==> src/rtl/fir_sample_serializer_if.sv <==
// ----------------------------------------------------------------------------
// fir_sample_serializer_if
// Sample handshake between the FIR output stage (source) and the serializer.
//
// Handshake: a sample transfers on a rising clk edge where s_tvalid and
// s_tready are both 1. The source raises s_tvalid independently of s_tready
// and holds s_tdata stable until the transfer completes. s_tready depends only
// on the sink's internal state and never on s_tvalid.
//
// Signals:
//   s_tdata  [DATA_W-1:0]  signed sample, source -> sink
//   s_tvalid               s_tdata valid,  source -> sink
//   s_tready               sink can accept, sink -> source
// ----------------------------------------------------------------------------
interface fir_sample_serializer_if #(
    parameter int DATA_W = 8
);
    logic [DATA_W-1:0] s_tdata;
    logic              s_tvalid;
    logic              s_tready;

    modport master (
        output s_tdata,
        output s_tvalid,
        input  s_tready
    );

    modport slave (
        input  s_tdata,
        input  s_tvalid,
        output s_tready
    );
endinterface

==> src/rtl/fir_sample_serializer.sv <==
// ----------------------------------------------------------------------------
// fir_sample_serializer
// Buffers signed FIR samples in a small FIFO and sends each one as a serial
// frame of DATA_W+2 cycles: start bit (1, ser_frame=1), DATA_W data bits MSB
// first, guard bit (0). Frames run back to back while the FIFO has data.
//
// Ports:
//   clk         rising-edge clock
//   reset       asynchronous, active-low reset
//   s_axis      sample handshake (slave side of fir_sample_serializer_if)
//   ser_out     serial data line (registered)
//   ser_frame   high in the start cycle of each frame (registered)
//   busy        FSM not in IDLE (registered)
//   fifo_level  FIFO occupancy, 0..DEPTH
//   fsm_state   current FSM state, for observation
// ----------------------------------------------------------------------------
module fir_sample_serializer #(
    parameter int DATA_W = 8,
    parameter int DEPTH  = 4,
    localparam int AW    = $clog2(DEPTH),
    localparam int LW    = AW + 1
) (
    input  logic                        clk,
    input  logic                        reset,
    fir_sample_serializer_if.slave      s_axis,
    output logic                        ser_out,
    output logic                        ser_frame,
    output logic                        busy,
    output logic [LW-1:0]               fifo_level,
    output logic [1:0]                  fsm_state
);
    localparam logic [1:0] IDLE  = 2'd0;
    localparam logic [1:0] START = 2'd1;
    localparam logic [1:0] SHIFT = 2'd2;
    localparam logic [1:0] GUARD = 2'd3;

    localparam int CW = $clog2(DATA_W + 1);

    logic [DATA_W-1:0] mem_q [DEPTH];
    logic [AW-1:0]     wr_ptr_q, wr_ptr_d;
    logic [AW-1:0]     rd_ptr_q, rd_ptr_d;
    logic [LW-1:0]     level_q, level_d;
    logic [1:0]        state_q, state_d;
    logic [DATA_W-1:0] shreg_q, shreg_d;
    logic [CW-1:0]     cnt_q, cnt_d;
    logic              ser_out_q, ser_out_d;
    logic              ser_frame_q, ser_frame_d;
    logic              busy_q, busy_d;

    logic push;
    logic pop;
    logic not_empty;

    // Readiness depends only on occupancy, so a full FIFO simply stalls the
    // source; the sample stays on s_tdata until a slot frees up.
    assign s_axis.s_tready = (level_q != LW'(DEPTH));
    assign push            = s_axis.s_tvalid & s_axis.s_tready;
    // Uses the pre-edge level, so a sample written this edge is never popped
    // on the same edge.
    assign not_empty       = (level_q != '0);

    always_comb begin
        state_d = state_q;
        shreg_d = shreg_q;
        cnt_d   = cnt_q;
        pop     = 1'b0;
        case (state_q)
            IDLE: begin
                if (not_empty) begin
                    pop     = 1'b1;
                    shreg_d = mem_q[rd_ptr_q];
                    state_d = START;
                end
            end
            START: begin
                cnt_d   = '0;
                state_d = SHIFT;
            end
            SHIFT: begin
                // The MSB shown this cycle is consumed at the edge.
                shreg_d = {shreg_q[DATA_W-2:0], 1'b0};
                if (cnt_q == CW'(DATA_W - 1)) begin
                    state_d = GUARD;
                end else begin
                    cnt_d = cnt_q + CW'(1);
                end
            end
            GUARD: begin
                // Chain straight into the next frame with no idle gap.
                if (not_empty) begin
                    pop     = 1'b1;
                    shreg_d = mem_q[rd_ptr_q];
                    state_d = START;
                end else begin
                    state_d = IDLE;
                end
            end
            default: state_d = IDLE;
        endcase
    end

    always_comb begin
        wr_ptr_d = wr_ptr_q;
        rd_ptr_d = rd_ptr_q;
        level_d  = level_q;
        // Pointers are AW bits wide, so they wrap modulo DEPTH naturally.
        if (push) wr_ptr_d = wr_ptr_q + AW'(1);
        if (pop)  rd_ptr_d = rd_ptr_q + AW'(1);
        case ({push, pop})
            2'b10:   level_d = level_q + LW'(1);
            2'b01:   level_d = level_q - LW'(1);
            default: level_d = level_q;
        endcase
    end

    // Outputs are decoded from the next state so the registered values match
    // the state present after each edge.
    always_comb begin
        ser_out_d   = 1'b0;
        ser_frame_d = 1'b0;
        busy_d      = (state_d != IDLE);
        case (state_d)
            START: begin
                ser_out_d   = 1'b1;
                ser_frame_d = 1'b1;
            end
            SHIFT:   ser_out_d = shreg_d[DATA_W-1];
            default: ser_out_d = 1'b0;
        endcase
    end

    always_ff @(posedge clk or negedge reset) begin
        if (!reset) begin
            state_q     <= IDLE;
            wr_ptr_q    <= '0;
            rd_ptr_q    <= '0;
            level_q     <= '0;
            shreg_q     <= '0;
            cnt_q       <= '0;
            ser_out_q   <= 1'b0;
            ser_frame_q <= 1'b0;
            busy_q      <= 1'b0;
        end else begin
            state_q     <= state_d;
            wr_ptr_q    <= wr_ptr_d;
            rd_ptr_q    <= rd_ptr_d;
            level_q     <= level_d;
            shreg_q     <= shreg_d;
            cnt_q       <= cnt_d;
            ser_out_q   <= ser_out_d;
            ser_frame_q <= ser_frame_d;
            busy_q      <= busy_d;
        end
    end

    // Storage needs no reset: reset clears the pointers and level, which
    // discards whatever the entries hold.
    always_ff @(posedge clk) begin
        if (push) begin
            mem_q[wr_ptr_q] <= s_axis.s_tdata;
        end
    end

    assign ser_out    = ser_out_q;
    assign ser_frame  = ser_frame_q;
    assign busy       = busy_q;
    assign fifo_level = level_q;
    assign fsm_state  = state_q;
endmodule

==> src/flat_wrapper.sv <==
// flat-port wrapper written by rule: the top's interface ports become plain ports
module fir_sample_serializer_flat 
#(
    parameter int DATA_W = 8,
    parameter int DEPTH  = 4,
    localparam int AW    = $clog2(DEPTH),
    localparam int LW    = AW + 1
)
  (clk, reset, ser_out, ser_frame, busy, fifo_level, fsm_state, s_axis_s_tdata, s_axis_s_tvalid, s_axis_s_tready);
  fir_sample_serializer_if #(.DATA_W(DATA_W)) s_axis_i ();
  input  logic clk;
  input  logic reset;
  output logic ser_out;
  output logic ser_frame;
  output logic busy;
  output logic [LW-1:0] fifo_level;
  output logic [1:0] fsm_state;
  input wire logic [$bits(s_axis_i.s_tdata)-1:0] s_axis_s_tdata;
  input wire logic [$bits(s_axis_i.s_tvalid)-1:0] s_axis_s_tvalid;
  output wire logic [$bits(s_axis_i.s_tready)-1:0] s_axis_s_tready;
  assign s_axis_i.s_tdata = s_axis_s_tdata;
  assign s_axis_i.s_tvalid = s_axis_s_tvalid;
  assign s_axis_s_tready = s_axis_i.s_tready;
  fir_sample_serializer #(.DATA_W(DATA_W), .DEPTH(DEPTH)) u_core (.clk(clk), .reset(reset), .s_axis(s_axis_i), .ser_out(ser_out), .ser_frame(ser_frame), .busy(busy), .fifo_level(fifo_level), .fsm_state(fsm_state));
endmodule
==> config.mk <==
export PLATFORM = sky130hd
export DESIGN_NAME = fir_sample_serializer_flat
export DESIGN_NICKNAME = d
export VERILOG_FILES = /design/src/rtl/fir_sample_serializer_if.sv /design/src/rtl/fir_sample_serializer.sv /design/src/flat_wrapper.sv
export SDC_FILE = /design/constraint.sdc
export NUM_CORES = 1
export LEC_CHECK = 0
export ABC_AREA = 1
export CORE_ASPECT_RATIO = 1.25
export CORE_MARGIN = 1.5
export CORE_UTILIZATION = 40
export CTS_BUF_LIST = sky130_fd_sc_hd__clkbuf_4 sky130_fd_sc_hd__clkbuf_8 sky130_fd_sc_hd__clkbuf_16
export DETAILED_ROUTE_END_ITERATION = 8
export PLACE_DENSITY_LB_ADDON = 0.3
export SYNTH_ARGS = -nofsm -noshare
export SYNTH_HDL_FRONTEND = slang
export SYNTH_SLANG_ARGS = --single-unit
==> constraint.sdc <==
create_clock -name clk -period 3.1 [get_ports clk]
set_clock_uncertainty 0.15 [all_clocks]
set_input_delay 0.93 -clock clk [delete_from_list [all_inputs] [get_ports clk]]
set_output_delay 0.93 -clock clk [all_outputs]
set_load 0.05 [all_outputs]
==> flow_metrics.py <==
metrics = {
    "grt": {
        "antenna_found_initial": 0,
        "grt_use_total_pct": 13.6,
        "grt_pass1_vias": 1531,
        "gr-total-overflow": 0,
        "grt_max_degree": 25,
        "grt_pass1_wl_um": 7070,
    },
    "hold_path": {
        "hold_depth": 2,
        "worstHoldPathType": "reg -> reg",
    },
    "finish": {
        "antenna_cells": 0,
        "n_fill_cell": 576,
        "drive_gt1_share_pct": 10.5,
        "stdcell_count": 341,
        "area.growth.synth_to_final_pct": 16.5,
        "finalNetCount": 280,
    },
    "timing": {
        "period_share_pct": 91.7,
        "whs_ns": 0.352,
        "rsz0062_at_grt": "no",
        "fmax_mhz": 352,
        "tns_ns": 0,
        "hold_violations": 0,
        "max-slew-margin-rel_pct": 67.0,
        "slew_violations": 0,
        "worst_pin_slew_ns": 0.493,
        "min_period_ns": 2.84,
        "setup_violations": 0,
    },
    "logic_synthesis": {
        "synth_nets": 252,
        "netlist_area_sq_um": 2520,
        "synth_top_area_share_pct": 38.1,
        "async_reset_ff_share_pct": 42.9,
        "yosysWarnings": 0,
        "synth_edf_count": 32,
        "synth_cells": 227,
        "synth-seq-cells": 56,
        "synth_cell_type_count": 25,
        "ys_top_cells_by_area": "edfxtp_1 (38%), dfrtp_1 (24%), ha_1 (6.5%)",
        "ys_seq_area_share_pct": 61.9,
        "synth_top_area_cell": "edfxtp_1",
        "synth_ff_type": "edfxtp_1",
        "avgSynthCellArea_sq_um": 11.1,
    },
    "cts": {
        "clkLatencyLatePin_ns": 0.31,
        "clock-sinks": 56,
        "cts_root_buf": "clkbuf_8",
        "clkTransAtPathRegs_ns": 0.10,
        "cts_repair_resize_count": 0,
        "ctsLongestPathBuffers": 2,
        "cts_inserted_buffers": 5,
        "hold_buffers": 0,
        "cts_htree_levels": 2,
        "cts_tree": "yes",
        "postCtsSetupBuffers": 0,
    },
    "critical_path": {
        "crit_required_ns": 2.02,
        "path_buf_inv": 1,
        "worstPathCellList": "nor2_2 > nand2_1 > clkdlybuf4s50_1",
        "slowest_delay_ns": 0.71,
        "path_class": "reg -> out",
        "start_kind": "flop",
        "path_depth": 3,
        "reg2reg_depth": 11,
        "critPathSlowestCell": "clkdlybuf4s50_1",
        "endpoint_kind": "output pin",
        "arrival_ns": 1.76,
        "cp_top_family": "buffers and inverters",
        "worstPathMaxFanout": 4,
    },
    "power": {
        "ir_worst_vdd_mv": 0.421,
        "power_leakage_nw": 1.26,
        "finalPower_w": 0.00323,
        "power_density_nw_per_um2": 1100,
    },
    "detailed_routing": {
        "dr.pass1.iters": 4,
        "final_antenna_net_count": 0,
        "avgRoutedWirePerCell_um": 12.3,
        "drcViolationCount": 0,
        "num_vias": 1599,
        "wl_met3_um": 128,
        "wirelength_um": 4210,
        "drt-initial-drc-count": 99,
        "wl_met2_um": 2040,
        "wl_met1_um": 1990,
        "vias_per_cell": 4.69,
        "top_layer_used": "met4",
    },
    "floorplanning": {
        "die_h_um": 91.8,
        "start_util_pct": 41.2,
        "dieArea_sq_um": 6790,
        "core_area_sq_um": 6130,
        "row_count": 32,
        "die_x_um": 74.0,
        "io_pins": 20,
    },
    "place": {
        "dp_hpwl_um": 2950,
        "dp.cells": 333,
        "port_buffers": 19,
        "routabilityCongestion": 0.786,
    },
    "status": {
        "outcome": "completed",
    },
    "run": {
        "drv_cap": 0,
    },
}
registers in the layout (all words and copies together), names as in the netlist:
signal and cells:
u_core.mem_q 32, u_core.shreg_q 8, u_core.cnt_q 4, u_core.fifo_level 3, u_core.fsm_state 2, u_core.rd_ptr_q 2, u_core.wr_ptr_q 2, u_core.busy 1
u_core.ser_frame 1, u_core.ser_out 1
cells in the mapped netlist, drive strengths merged (3+ instances only):
master / count
a22oi: 6
inv: 33
ha: 13
nand2: 40
dfrtp: 24
buf: 4
o21ai: 18
a21oi: 26
xor2: 3
nor2: 12
edfxtp: 32
nand3: 8
cells by family (layout without fill, tap and decap cells):
family	Yosys count	in the layout	share of synthesized area, %
compound gates	53	53	12.9
fa+ha+maj	14	14	7.25
buf+inv	38	67	5.96
xor+xnor	4	4	1.39
flops	56	56	61.9
simple gates	62	62	10.6
path summary, 6_finish.rpt:
| path | start | to | slack (ns) |
|---|---|---|---|
| worst max-delay path | u_core.fifo_level[1] | s_axis_s_tready | 0.26 |
| worst min-delay path | u_core.shreg_q[6] | u_core.shreg_q[6] | 0.35 |
| worst max register to register | u_core.fsm_state[0] | u_core.fifo_level[2] | 0.48 |
| worst min register to register | u_core.shreg_q[6] | u_core.shreg_q[6] | 0.35 |
| max in group asynchronous | reset | u_core.shreg_q[0] | 1.74 |
| min in group asynchronous | reset | u_core.wr_ptr_q[0] | 0.83 |
through the flow:
| step | instance area [sq um] | util, % | worst slack, ns |
|---|---|---|---|
| floorplan | 2520 | - | 0.355 |
| global placement | 2850 | 46.5 | 0.439 |
| global route | 2940 | 48.0 | 0.169 |
| finish | 2940 | 48.0 | 0.257 |
| detailed placement | 2850 | 46.5 | 0.426 |
| CTS | 2940 | 48.0 | 0.236 |
metal layers:
metal	GRT usage [%]	vias to the layer above
met5	0	-
met4	4.78	0
met3	2.42	5
met2	21.6	30
met1	18.4	746
li1	-	818
cell type report:
type / count / area, sq um / share of cell area [%]
flip-flops and latches: 56 / 1560 / 53.2
repair buffers: 26 / 243 / 8.26
well taps: 85 / 106 / 3.62
clock buffers: 5 / 68.8 / 2.34
clock inverters: 3 / 22.5 / 0.767
multi-input cells: 133 / 810 / 27.6
inverters: 33 / 126 / 4.30
worst reg2reg max path, cell delays in order, from the launching register on:
cell and delay, ns:
dfrtp_1 0.42, inv_1 0.09, ha_1 0.33, inv_1 0.24, nand2_4 0.15, inv_1 0.11
ha_1 0.14, inv_1 0.06, fa_1 0.37, a21oi_1 0.15, o21ai_0 0.13, xor2_1 0.16
report_power, final:
part	total (W)	switching [W]	internal, W	leakage, nW
Sequential	0.00116	0.000128	0.00103	0.589
Combinational	0.00166	0.00107	0.000593	0.623
Clock	0.000405	0.000243	0.000163	0.0485
Total	0.00323	0.00144	0.00179	1.26
cell usage in the layout (no fill, tap or decap), drive strengths merged, types with 7 or more instances in the layout:
cell	synthesis	routed
a21oi	26	26
buf	4	7
clkdlybuf4s50	0	19
dfrtp	24	24
edfxtp	32	32
ha	13	13
inv	33	34
nand2	40	40
nand3	8	8
nor2	12	12
o21ai	18	18
Power figures use the tool's default switching activity.
